### src/rtl/fetch_hazard_ctrl.sv
// Fetch/hazard sequencing for the 5-stage core: PC control, IF/ID hold
// and stage flushes for load-use, branch redirects and imem waits.
module fetch_hazard_ctrl #(
    parameter int ADDR_W = 32,
    parameter int REG_W  = 5,
    parameter int CNT_W  = 16
) (
    input  logic              clk,
    input  logic              rst,
    input  logic              imem_ready,
    input  logic              ex_mem_pc_src,
    input  logic [ADDR_W-1:0] ex_mem_npc,
    input  logic              id_ex_mem_read,
    input  logic [REG_W-1:0]  id_ex_rt,
    input  logic [REG_W-1:0]  if_id_rs,
    input  logic [REG_W-1:0]  if_id_rt,
    input  logic              if_id_uses_rt,
    output logic              imem_req,
    output logic              pc_write,
    output logic              pc_sel,
    output logic [ADDR_W-1:0] redirect_pc,
    output logic              if_id_write,
    output logic              if_id_flush,
    output logic              id_ex_flush,
    output logic              ex_mem_flush,
    output logic [CNT_W-1:0]  stall_cnt,
    output logic [CNT_W-1:0]  flush_cnt
);

    typedef enum logic [1:0] {
        RUN        = 2'd0,
        IMEM_WAIT  = 2'd1,
        WAIT_REDIR = 2'd2
    } state_t;

    state_t            state;
    state_t            state_nxt;
    logic [ADDR_W-1:0] pend_pc;
    logic [ADDR_W-1:0] pend_nxt;
    logic              stall_inc;
    logic              flush_inc;
    logic              lu;

    assign lu = id_ex_mem_read && (id_ex_rt != '0) &&
                ((id_ex_rt == if_id_rs) ||
                 (if_id_uses_rt && (id_ex_rt == if_id_rt)));

    always_comb begin
        imem_req     = 1'b1;
        pc_write     = 1'b1;
        pc_sel       = 1'b0;
        redirect_pc  = ex_mem_npc;
        if_id_write  = 1'b1;
        if_id_flush  = 1'b0;
        id_ex_flush  = 1'b0;
        ex_mem_flush = 1'b0;
        stall_inc    = 1'b0;
        flush_inc    = 1'b0;
        state_nxt    = state;
        pend_nxt     = pend_pc;
        if (rst) begin
            imem_req     = 1'b0;
            pc_write     = 1'b0;
            redirect_pc  = '0;
            if_id_write  = 1'b0;
            if_id_flush  = 1'b1;
            id_ex_flush  = 1'b1;
            ex_mem_flush = 1'b1;
            state_nxt    = RUN;
            pend_nxt     = '0;
        end else begin
            unique case (state)
                RUN, IMEM_WAIT: begin
                    if (ex_mem_pc_src) begin
                        if_id_flush  = 1'b1;
                        id_ex_flush  = 1'b1;
                        ex_mem_flush = 1'b1;
                        flush_inc    = 1'b1;
                        if (imem_ready) begin
                            pc_sel    = 1'b1;
                            state_nxt = RUN;
                        end else begin
                            pc_write  = 1'b0;
                            pend_nxt  = ex_mem_npc;
                            state_nxt = WAIT_REDIR;
                        end
                    end else if (!imem_ready || lu) begin
                        pc_write    = 1'b0;
                        if_id_write = 1'b0;
                        id_ex_flush = 1'b1;
                        stall_inc   = 1'b1;
                        state_nxt   = imem_ready ? RUN : IMEM_WAIT;
                    end else begin
                        state_nxt = RUN;
                    end
                end
                WAIT_REDIR: begin
                    // Word in flight belongs to the squashed path; drop it.
                    pc_write    = 1'b0;
                    if_id_flush = 1'b1;
                    id_ex_flush = 1'b1;
                    if (ex_mem_pc_src) begin
                        ex_mem_flush = 1'b1;
                        flush_inc    = 1'b1;
                        pend_nxt     = ex_mem_npc;
                    end
                    if (imem_ready) begin
                        pc_write    = 1'b1;
                        pc_sel      = 1'b1;
                        redirect_pc = ex_mem_pc_src ? ex_mem_npc : pend_pc;
                        state_nxt   = RUN;
                    end
                end
                default: state_nxt = RUN;
            endcase
        end
    end

    always_ff @(posedge clk) begin
        if (rst) begin
            state     <= RUN;
            pend_pc   <= '0;
            stall_cnt <= '0;
            flush_cnt <= '0;
        end else begin
            state   <= state_nxt;
            pend_pc <= pend_nxt;
            if (stall_inc && (stall_cnt != '1))
                stall_cnt <= stall_cnt + CNT_W'(1);
            if (flush_inc && (flush_cnt != '1))
                flush_cnt <= flush_cnt + CNT_W'(1);
        end
    end

endmodule
### config.mk
export PLATFORM = sky130hd
export DESIGN_NAME = fetch_hazard_ctrl
export DESIGN_NICKNAME = d
export VERILOG_FILES = /design/src/rtl/fetch_hazard_ctrl.sv
export SDC_FILE = /design/constraint.sdc
export NUM_CORES = 1
export LEC_CHECK = 0
export ABC_AREA = 1
export BUFFER_PORTS_ARGS = -buffer_cell sky130_fd_sc_hd__clkbuf_2
export CAP_MARGIN = 30
export CORE_MARGIN = 3
export CORE_UTILIZATION = 45
export CTS_CLUSTER_SIZE = 25
export DETAILED_ROUTE_END_ITERATION = 16
export PLACE_DENSITY_LB_ADDON = 0.05
export SYNTH_ARGS = -nofsm -noshare
export SYNTH_HDL_FRONTEND = slang
export SYNTH_SLANG_ARGS = --single-unit
### constraint.sdc
create_clock -name clk -period 1.9 [get_ports clk]
set_input_delay 0.095 -clock clk [delete_from_list [all_inputs] [get_ports clk]]
set_output_delay 0.095 -clock clk [all_outputs]
set_load 0.02 [all_outputs]
==> results of run 1 <==
-- power by group through the flow --
stage	sequential (W)	combinational [W]	clock [W]
6_report	0.00146	0.000666	0.00135
5_1_grt	0.00147	0.000741	0.00143
4_1_cts	0.00146	0.000651	0.00138
3_5_place_dp	0.00149	0.000646	0
3_3_place_gp	0.00149	0.000636	0
2_1_floorplan	0.00150	0.000404	0
-- cell usage after synthesis (all sizes together) --
cell	count
nor3	11
clkbuf	28
or2	1
dfxtp	66
a31oi	29
o21ai	68
o221ai	1
a21oi	61
ha	2
nand4	20
xnor2	9
nand3	48
xor2	13
nand2	212
nor2	43
inv	71
nor4	2
buf	15
-- state kept, by name (all words and copies together) (netlist names) --
name and count:
stall_cnt 16, state 2, pend_pc 32, flush_cnt 16
-- cells by family after synthesis --
| family | Yosys count | share of synthesized area |
|---|---|---|
| and+or+nand+nor | 337 | 0.340 |
| DFF | 66 | 0.308 |
| xor gates and xnor gates | 22 | 0.0449 |
| adders and majority gates | 2 | 0.00582 |
| AOI/OAI and AO/OA | 159 | 0.195 |
| buffers and inverters | 114 | 0.107 |
-- routing by layer --
layer / wire length [µm] / vias up
li1: - / 2547
met1: 5560 / 2221
met2: 6010 / 125
met3: 678 / 10
met4: 107 / 0
met5: 0 / -
-- worst paths after layout --
check | start | end | slack, ns | cells past startpoint
max | state[1] | redirect_pc[9] | 0.07 | 6
min | ex_mem_npc[20] | pend_pc[20] | 0.03 | 3
max reg2reg | state[1] | pend_pc[9] | 0.09 | 7
min reg2reg | pend_pc[19] | pend_pc[19] | 0.47 | 2
-- area by class of cell --
cell class | instances | area [µm²] | share of cell area
inverters | 71 | 273 | 0.0506
repair buffers | 150 | 858 | 0.159
multi-input cells | 520 | 2550 | 0.473
flip-flops and latches | 66 | 1320 | 0.245
clock inverters | 6 | 88.8 | 0.0165
clock buffers | 10 | 138 | 0.0255
well taps | 129 | 161 | 0.0299
-- what timing repair did --
item                                    CTS  global route
setup buffers                             0             6
gates resized for setup                   4            25
endpoints found under the setup margin   15            55
gates cloned                              0             0
pin swaps                                 0             3
-- layout by cell type, fill, tap and decap left out, types with 5 or more instances in the layout --
cell type / count
a21oi_1: 59
a31oi_1: 29
buf_4: 25
clkbuf_2: 121
clkbuf_8: 10
dfxtp_1: 64
inv_1: 64
inv_2: 5
nand2_1: 206
nand2_2: 5
nand3_1: 46
nand4_1: 19
nor2_1: 37
nor3_1: 9
o21ai_0: 53
o21ai_1: 15
xnor2_1: 9
xor2_1: 13
-- through the flow --
step | instances | power (W) | TNS (ns) | util
6_report | 952 | 0.00348 | 0 | 0.584
5_1_grt | 952 | 0.00364 | -0.0579 | 0.584
4_1_cts | 946 | 0.00349 | -0.00602 | 0.575
3_5_place_dp | 930 | 0.00214 | 0 | 0.549
3_3_place_gp | 930 | 0.00212 | 0 | 0.549
2_1_floorplan | 700 | 0.00190 | 0 | -
-- critical path, stage by stage (launching register included) --
cell,delay (ns)
dfxtp_2,0.38
inv_2,0.09
nor2_4,0.20
nand2_4,0.12
buf_12,0.19
a21oi_1,0.20
clkbuf_2,0.20
==> results.tsv, run 1 <==
stage	metric	value	unit
logic_synthesis	synth.area.top_cells	dfxtp_1 (31%), nand2_1 (18%), o21ai_0 (7.8%)	
cts	tritoncts.num_buffers	9	
placed_design	hpwl	8650	µm
timing	relSlewSlack	0.541	
floorplan	die_w	104	µm
drt	final_antenna_net_count	0	
logic_synthesis	syn-mean-instance-area	6.14	µm²
cts	clk_pin_slew_worst_paths	0.08	ns
logic_synthesis	synth_cells	700	
global_route	grt_pass1_vias	4457	
drt	drt-initial-drc-count	346	
drt	num_vias	4903	
timing	rsz0062_at_grt	yes	
global_route	use_met2	0.395	
pwr	switchingPower	0.00103	W
timing	fmax	548	MHz
logic_synthesis	synth.distinct_cells	31	
layout	antenna_cells	0	
worst_setup_path	crit_path_end_kind	output port	
cts	cts_tree	done	
timing	setup_viol	0	
floorplan	core_region_area	9240	µm²
placed_design	post-place-ws	0.0932	ns
floorplan	die_h	104	µm
drt	via_per_inst	5.15	
timing	worstMarginPinSlew	0.688	ns
layout	drive_above_1_share	0.238	
floorplan	rows	35	
pwr	p_leak	2.40	nW
timing	min_period	1.83	ns
global_route	grt_pass1_wl	20700	µm
run	maxCapViolCount	0	
global_route	grt_use_total	0.224	
drt	wl_per_cell	13.0	µm
timing	setup_ws	0.0742	ns
timing	finalHoldViolCount	0	
logic_synthesis	yosys.area.top_type	dfxtp_1	
layout	nets	873	
cts	cts_max_level	3	
drt	drcViolationCount	0	
placed_design	io_buffers	123	
worst_setup_path	critical_path.max_fanout	39	
cts	cts.sinks	66	
pwr	ir_worst_vdd	0.000352	V
floorplan	io_pins	124	
global_route	met3_usage	0.0461	
floorplan	initial_utilization	0.465	
global_route	antenna_found_initial	0	
pwr	pwr-share-clk	0.388	
cts	clockBufferDepth	2	
logic_synthesis	syn-num-nets	755	
cts	cts.root.buffer_cell	clkbuf_8	
drt	first_pass_iters	5	
logic_synthesis	syn_area	4300	µm²
timing	drv_slew	0	
worst_setup_path	worstPathArrival	1.73	ns
logic_synthesis	ys_seq_area_frac	0.308	
logic_synthesis	synth_top_cell_area_share	0.308	
layout	final_area	5390	µm²
global_route	overflow	0	
worst_setup_path	criticalPathCategory	reg -> out	
hold_path	worstHoldPathType	in -> reg	
logic_synthesis	ys_ff_latch	66	
pwr	seq_power_share	0.420	
placed_design	placed_area	5080	µm²
worst_setup_path	startpoint_type	register	
worst_setup_path	crit_required	1.80	ns
cts	clkLatencyLatePin	0.35	ns
floorplan	die-area	10800	µm²
global_route	use_met1	0.281	
pwr	p_comb_frac	0.192	
pwr	swShare	0.298	
status	status	finished, final reports clean	
cts	hold_buffers	0	
placed_design	place.gp.congestion	0.855	
timing	skew	0.00966	ns
pwr	internal-power	0.00244	W
timing	period_share	0.961	
pwr	p_per_area	644	nW/µm²
global_route	grt_max_degree	62	
global_route	busiest_layer	met2	
drt	wirelength	12300	µm
layout	area_growth	25.6	%
timing	hold_slack	0.0296	ns
layout	fillerInstances	926	
logic_synthesis	ys_warn_count	0	
Note: power is estimated with default switching activity, not from simulation.
==> run 2, diff against run 1 <==
--- a/config.mk
+++ b/config.mk
@@ -5,7 +5,7 @@
 export SDC_FILE = /design/constraint.sdc
 export NUM_CORES = 1
 export LEC_CHECK = 0
-export ABC_AREA = 1
+export ABC_AREA = 0
 export BUFFER_PORTS_ARGS = -buffer_cell sky130_fd_sc_hd__clkbuf_2
 export CAP_MARGIN = 30
 export CORE_MARGIN = 3
==> results.tsv, run 2 <==
stage	metric	value	unit	change
worst_setup_path	startpoint_type	register		unchanged
logic_synthesis	syn_area	3410	µm²	was 4300 µm²
logic_synthesis	synth_top_family_by_area	simple AND/OR/NAND/NOR gates		unchanged
cts	cts_max_level	3		unchanged
drt	wl_per_cell	13.4	µm	was 13.0 µm
pwr	ir_worst_vdd	0.000382	V	was 0.000352 V
floorplan	die_w	93.0	µm	was 104 µm
logic_synthesis	synth_top_cell_area_share	0.388		was 0.308
logic_synthesis	synth.distinct_cells	41		was 31
logic_synthesis	synth.area.top_cells	dfxtp_1 (39%), nand2_1 (16%), a21oi_1 (12%)		was dfxtp_1 (31%), nand2_1 (18%), o21ai_0 (7.8%)
worst_setup_path	critical_path.max_fanout	6		was 39
global_route	antenna_found_initial	0		unchanged
drt	drcViolationCount	0		unchanged
timing	hold_slack	0.0130	ns	was 0.0296 ns
cts	tritoncts.num_buffers	9		unchanged
timing	drv_slew	0		unchanged
logic_synthesis	yosys.area_share.adder	0.00735		was 0.00583
drt	first_pass_iters	4		was 5
logic_synthesis	synth-compound-area-share	0.187		was 0.195
pwr	swShare	0.285		was 0.298
drt	via_per_inst	5.26		was 5.15
layout	top_regs	pend_pc: 32 flops, flush_cnt: 16 flops, stall_cnt: 16 flops		unchanged
hold_path	worstHoldPathType	in -> reg		unchanged
worst_setup_path	criticalPathCategory	reg -> out		unchanged
layout	largest-register	pend_pc		unchanged
logic_synthesis	syn-num-nets	529		was 755
timing	finalHoldViolCount	0		unchanged
placed_design	hpwl	6730	µm	was 8650 µm
logic_synthesis	synth_simple_gate_area_frac	0.302		was 0.340
layout	layoutNonFillerInstCount	751		was 952
logic_synthesis	synth_ff_type	dfxtp_1		unchanged
timing	worstMarginPinSlew	0.419	ns	was 0.688 ns
cts	clkLatencyLatePin	0.33	ns	was 0.35 ns
timing	setup_ws	0.0552	ns	was 0.0742 ns
pwr	p_per_area	609	nW/µm²	was 644 nW/µm²
timing	fmax	542	MHz	was 548 MHz
cts	clk_pin_slew_worst_paths	0.07	ns	was 0.08 ns
cts	cts_tree	done		unchanged
placed_design	placed_cells	701		was 930
cts	clockBufferDepth	2		unchanged
floorplan	die_h	93.0	µm	was 104 µm
floorplan	io_pins	124		unchanged
layout	fin_util	0.693		was 0.584
pwr	p_leak	2.15	nW	was 2.40 nW
floorplan	initial_utilization	0.467		was 0.465
placed_design	place.gp.congestion	0.809		was 0.855
worst_setup_path	crit_path_end_kind	output port		unchanged
layout	final_common_cell	nand2_1		unchanged
timing	setup_viol	0		unchanged
worst_setup_path	crit_chain	inv_4 > nor4b_4 > buf_6 > clkbuf_16 > nand2_1 > a21oi_1 > buf_4		was inv_2 > nor2_4 > nand2_4 > buf_12 > a21oi_1 > clkbuf_2
global_route	grt_pass1_wl	15800	µm	was 20700 µm
logic_synthesis	synth_xor_xnor_area_share	0.0514		was 0.0449
layout	drive_above_1_share	0.334		was 0.238
floorplan	core_region_area	7290	µm²	was 9240 µm²
pwr	p_comb_frac	0.181		was 0.192
floorplan	rows	31		was 35
logic_synthesis	synth_cells	474		was 700
logic_synthesis	ys_warn_count	0		unchanged
pwr	internal-power	0.00220	W	was 0.00244 W
logic_synthesis	synth_common_cells	nand2_1 (147), a21oi_1 (81), dfxtp_1 (66)		was nand2_1 (208), o21ai_0 (67), dfxtp_1 (66)
timing	skew	0.0114	ns	was 0.00966 ns
timing	min_period	1.84	ns	was 1.83 ns
layout	layout_common_cells	nand2_1 (147), clkbuf_2 (104), a21oi_1 (74), dfxtp_1 (60), buf_4 (48)		was nand2_1 (206), clkbuf_2 (121), inv_1 (64), dfxtp_1 (64), a21oi_1 (59)
logic_synthesis	synth_mux_area_frac	0.0228		was 0
drt	final_antenna_net_count	0		unchanged
layout	largest_reg_flops	32		unchanged
layout	antenna_cells	0		unchanged
logic_synthesis	yosysMostFrequentCell	nand2_1		unchanged
cts	cts.root.buffer_cell	clkbuf_8		unchanged
logic_synthesis	yosys.area.top_type	dfxtp_1		unchanged
placed_design	post-place-ws	-0.172	ns	was 0.0932 ns
layout	fillerInstances	647		was 926
worst_setup_path	max_stage_delay	0.36	ns	was 0.38 ns
logic_synthesis	syn-mean-instance-area	7.19	µm²	was 6.14 µm²
cts	cts.sinks	66		unchanged
pwr	pwr-share-clk	0.347		was 0.388
global_route	grt_pass1_vias	3455		was 4457
pwr	p_total	0.00308	W	was 0.00348 W
logic_synthesis	synth-edff-count	0		unchanged
drt	num_vias	3949		was 4903
status	status	finished, final reports clean		unchanged
pwr	switchingPower	0.000878	W	was 0.00103 W
layout	area_growth	48.3	%	was 25.6%
logic_synthesis	synth-async-reset-ratio	0		unchanged
worst_setup_path	worstPathArrival	1.75	ns	was 1.73 ns
floorplan	die-area	8650	µm²	was 10800 µm²
layout	nets	703		was 873
worst_setup_path	crit_required	1.80	ns	about the same
logic_synthesis	ys_seq_area_frac	0.388		was 0.308
global_route	grt_max_degree	98		was 62
drt	drt-initial-drc-count	178		was 346
worst_setup_path	cpMaxStageDelayCell	dfxtp_4		was dfxtp_2
global_route	overflow	0		unchanged
run	maxCapViolCount	0		unchanged
global_route	grt_use_total	0.222		was 0.224
timing	period_share	0.971		was 0.961
timing	relSlewSlack	0.721		was 0.541
drt	wirelength	10000	µm	was 12300 µm
pwr	seq_power_share	0.473		was 0.420
placed_design	io_buffers	123		unchanged
logic_synthesis	ys_ff_latch	66		unchanged
run 2: changes by cell type after synthesis, moves of 21 or more:
cell | before | now
a21oi_1 | 60 | 81
inv_1 | 65 | 3
nand2_1 | 208 | 147
o21ai_0 | 67 | 9
a31oi_1 | 29 | 0
nand3_1 | 46 | 11
run 2: layout make-up:
| cell class | count | area [µm²] | share of cell area |
|---|---|---|---|
| well taps | 99 | 124 | 0.0245 |
| clock inverters | 4 | 27.5 | 0.00545 |
| repair buffers | 194 | 1340 | 0.265 |
| clock buffers | 11 | 151 | 0.0300 |
| flip-flops and latches | 66 | 1330 | 0.263 |
| inverters | 4 | 17.5 | 0.00347 |
| multi-input cells | 373 | 2060 | 0.408 |
run 2: logic make-up (layout without fill, tap and decap cells):
family / after synthesis / after routing
and+or+nand+nor: 232 / 232
buffers and inverters: 35 / 213
AOI/OAI and AO/OA: 112 / 112
DFF: 66 / 66
xor gates and xnor gates: 20 / 20
adders and majority gates: 2 / 2
muxes: 7 / 7
run 2: stage by stage:
stage	instance area [µm²]	TNS [ns]
after CTS	4850	0
after floorplan	3430	0
after global placement	4360	-0.206
after detailed placement	4360	-0.980
final	5050	0
after global routing	5050	-0.0447
run 2: worst paths after layout:
path,from,slack [ns],cells past startpoint,to
setup reg to reg,state[1],0.11,7,flush_cnt[5]
hold reg to reg,pend_pc[27],0.45,2,pend_pc[27]
setup / recovery,state[1],0.06,7,redirect_pc[11]
hold / removal,ex_mem_npc[10],0.01,3,pend_pc[10]
run 2: power by group through the flow:
stage               Clock, W  Sequential, W  Combinational, W
finish               0.00107        0.00145          0.000556
global route         0.00116        0.00146          0.000608
global placement           0        0.00148          0.000468
CTS                  0.00110        0.00145          0.000528
floorplan                  0        0.00149          0.000275
detailed placement         0        0.00149          0.000478
run 2: worst max-delay path, delay by kind of cell, from the launching register on:
kind,cells,cell delay [ns]
AO/OA/AOI/OAI,1,0.17
AND/OR/NAND/NOR,2,0.33
buffers and inverters,4,0.55
flip-flops,1,0.36
run 2: timing repair:
item                       CTS  global route
gates cloned                 1             1
gates resized for setup      7            59
hold endpoints to repair    27             0
pin swaps                    1             3
buffers inserted             2             4
setup endpoints to repair   32            43
hold buffers                27             0
run 2: per-layer routing:
metal / track usage / part of all wire / vias up
met3: 0.0434 / 0.060 / 9
met2: 0.367 / 0.49 / 107
met1: 0.291 / 0.44 / 1849
met4: 0.0745 / 0.010 / 0
met5: 0 / 0 / -
li1: - / - / 1984
==> run 3, diff against run 2 <==
--- a/config.mk
+++ b/config.mk
@@ -9,7 +9,7 @@
 export BUFFER_PORTS_ARGS = -buffer_cell sky130_fd_sc_hd__clkbuf_2
 export CAP_MARGIN = 30
 export CORE_MARGIN = 3
-export CORE_UTILIZATION = 45
+export CORE_UTILIZATION = 50
 export CTS_CLUSTER_SIZE = 25
 export DETAILED_ROUTE_END_ITERATION = 16
 export PLACE_DENSITY_LB_ADDON = 0.05
==> results.tsv, run 3 (synthesized netlist as in run 2, its figures left out) <==
stage	metric	value	unit	change
drt	final_antenna_net_count	0		unchanged
pwr	p_per_area	604	nW/µm²	was 609 nW/µm²
drt	via_per_inst	5.46		was 5.26
timing	finalHoldViolCount	0		unchanged
worst_setup_path	startpoint_type	register		unchanged
floorplan	die_h	88.5	µm	was 93.0 µm
layout	fillerInstances	500		was 647
drt	drcViolationCount	0		unchanged
layout	area_growth	47.4	%	was 48.3%
cts	cts.sinks	66		unchanged
floorplan	rows	29		was 31
run	maxCapViolCount	0		unchanged
placed_design	placed_area	4330	µm²	was 4360 µm²
cts	clockBufferDepth	2		unchanged
timing	drv_slew	0		unchanged
global_route	grt_max_degree	50		was 98
cts	clk_pin_slew_worst_paths	0.07	ns	about the same
floorplan	io_pins	124		unchanged
layout	largest_reg_flops	32		unchanged
timing	tns	0	ns	unchanged
worst_setup_path	r2r_end	stall_cnt[7]		was flush_cnt[5]
layout	antenna_cells	0		unchanged
timing	setup_ws	0.0483	ns	was 0.0552 ns
layout	layout_common_cells	nand2_1 (146), clkbuf_2 (105), a21oi_1 (78), dfxtp_1 (60), buf_4 (48)		was nand2_1 (147), clkbuf_2 (104), a21oi_1 (74), dfxtp_1 (60), buf_4 (48)
worst_setup_path	rr_worst_depth	4		was 7
drt	wl_per_cell	13.8	µm	was 13.4 µm
drt	drt-initial-drc-count	163		was 178
cts	tritoncts.num_buffers	9		unchanged
drt	first_pass_iters	4		unchanged
global_route	overflow	0		unchanged
hold_path	worst_hold_path.num_cells	3		unchanged
global_route	grt_pass1_vias	3536		was 3455
layout	layoutNonFillerInstCount	736		was 751
floorplan	core_region_area	6460	µm²	was 7290 µm²
global_route	grt_use_total	0.246		was 0.222
layout	largest-register	pend_pc		unchanged
layout	top_regs	pend_pc: 32 flops, flush_cnt: 16 flops, stall_cnt: 16 flops		unchanged
timing	min_period	1.85	ns	was 1.84 ns
layout	nets	709		was 703
cts	cts.root.buffer_cell	clkbuf_8		unchanged
layout	drive_above_1_share	0.328		was 0.334
global_route	grt_pass1_wl	15500	µm	was 15800 µm
pwr	p_leak	2.18	nW	was 2.15 nW
drt	wirelength	10200	µm	was 10000 µm
cts	cts_max_level	3		unchanged
placed_design	placed_cells	681		was 701
worst_setup_path	crit_path_end_kind	register		was output port
timing	setup_viol	0		unchanged
placed_design	post-place-ws	-0.194	ns	was -0.172 ns
floorplan	die-area	7840	µm²	was 8650 µm²
global_route	antenna_found_initial	0		unchanged
timing	period_share	0.975		was 0.971
worst_setup_path	r2r-start	stall_cnt[2]		was state[1]
worst_setup_path	rrSetupSlack	0.05	ns	was 0.11 ns
pwr	ir_worst_vdd	0.000396	V	was 0.000382 V
placed_design	io_buffers	123		unchanged
worst_setup_path	criticalPathCategory	reg -> reg		was reg -> out
floorplan	initial_utilization	0.527		was 0.467
worst_setup_path	worstPathArrival	2.09	ns	was 1.75 ns
pwr	p_total	0.00303	W	was 0.00308 W
placed_design	place.gp.congestion	0.776		was 0.809
drt	num_vias	4015		was 3949
worst_setup_path	crit_required	2.14	ns	was 1.80 ns
layout	final_area	5020	µm²	was 5050 µm²
hold_path	worstHoldPathType	in -> reg		unchanged
hold_path	hp-start	ex_mem_npc[4]		was ex_mem_npc[10]
timing	worstMarginPinSlew	0.497	ns	was 0.419 ns
worst_setup_path	critical_path.max_fanout	6		unchanged
hold_path	min_to	pend_pc[4]		was pend_pc[10]
timing	skew	0.00902	ns	was 0.0114 ns
floorplan	die_w	88.5	µm	was 93.0 µm
cts	cts_tree	done		unchanged
timing	fmax	540	MHz	was 542 MHz
timing	relSlewSlack	0.668		was 0.721
layout	final_common_cell	nand2_1		unchanged
status	status	finished, final reports clean		unchanged
placed_design	hpwl	6670	µm	was 6730 µm
cts	clkLatencyLatePin	0.34	ns	was 0.33 ns
-- run 3: final cells by class --
cell class	count	area, µm²	share of cell area
flip-flops and latches	66	1330	0.265
inverters	4	17.5	0.00349
well taps	77	96.3	0.0192
clock buffers	13	149	0.0297
repair buffers	200	1360	0.270
clock inverters	3	15.0	0.00299
multi-input cells	373	2060	0.409
-- run 3: metrics by stage --
step                 util  hold WS, ns
CTS                 0.745      0.00163
floorplan               -        0.231
global route        0.777     0.000523
global placement    0.671        0.333
finish              0.777       0.0105
detailed placement  0.671        0.339
-- run 3: repair_timing --
action	4_1_cts	5_1_grt
gates cloned	0	6
setup endpoints to repair	35	41
hold endpoints to repair	29	0
setup buffers	0	4
pin swaps	0	3
hold buffers	29	0
resized for setup	8	53
-- run 3: critical path, cell delays in order (launching register included) --
cell and delay [ns]:
dfxtp_1 0.43, and3_1 0.20, nand4_1 0.39, nor4b_4 0.37, mux2_2 0.36
-- run 3: worst max-delay path by stage --
| stage | startpoint | endpoint | depth (start not counted) |
|---|---|---|---|
| after detailed placement | id_ex_rt[3] | stall_cnt[9] | 8 |
| after CTS | state[1] | redirect_pc[31] | 6 |
| after global placement | id_ex_rt[3] | stall_cnt[15] | 8 |
| after floorplan | flush_cnt[12] | flush_cnt[1] | 5 |
| final | stall_cnt[2] | stall_cnt[7] | 4 |
| after global routing | stall_cnt[0] | stall_cnt[7] | 8 |
-- run 3: where the power goes --
group / switching (W) / leakage (nW) / internal, W
clock network: 0.000510 / 0.0872 / 0.000504
logic: 0.000323 / 1.56 / 0.000243
registers: 0.0000267 / 0.540 / 0.00143
-- run 3: metal layers --
layer	global-route usage	wire [µm]
met2	0.402	4920
met1	0.318	4450
met5	0	0
met3	0.0540	654
met4	0.0920	154
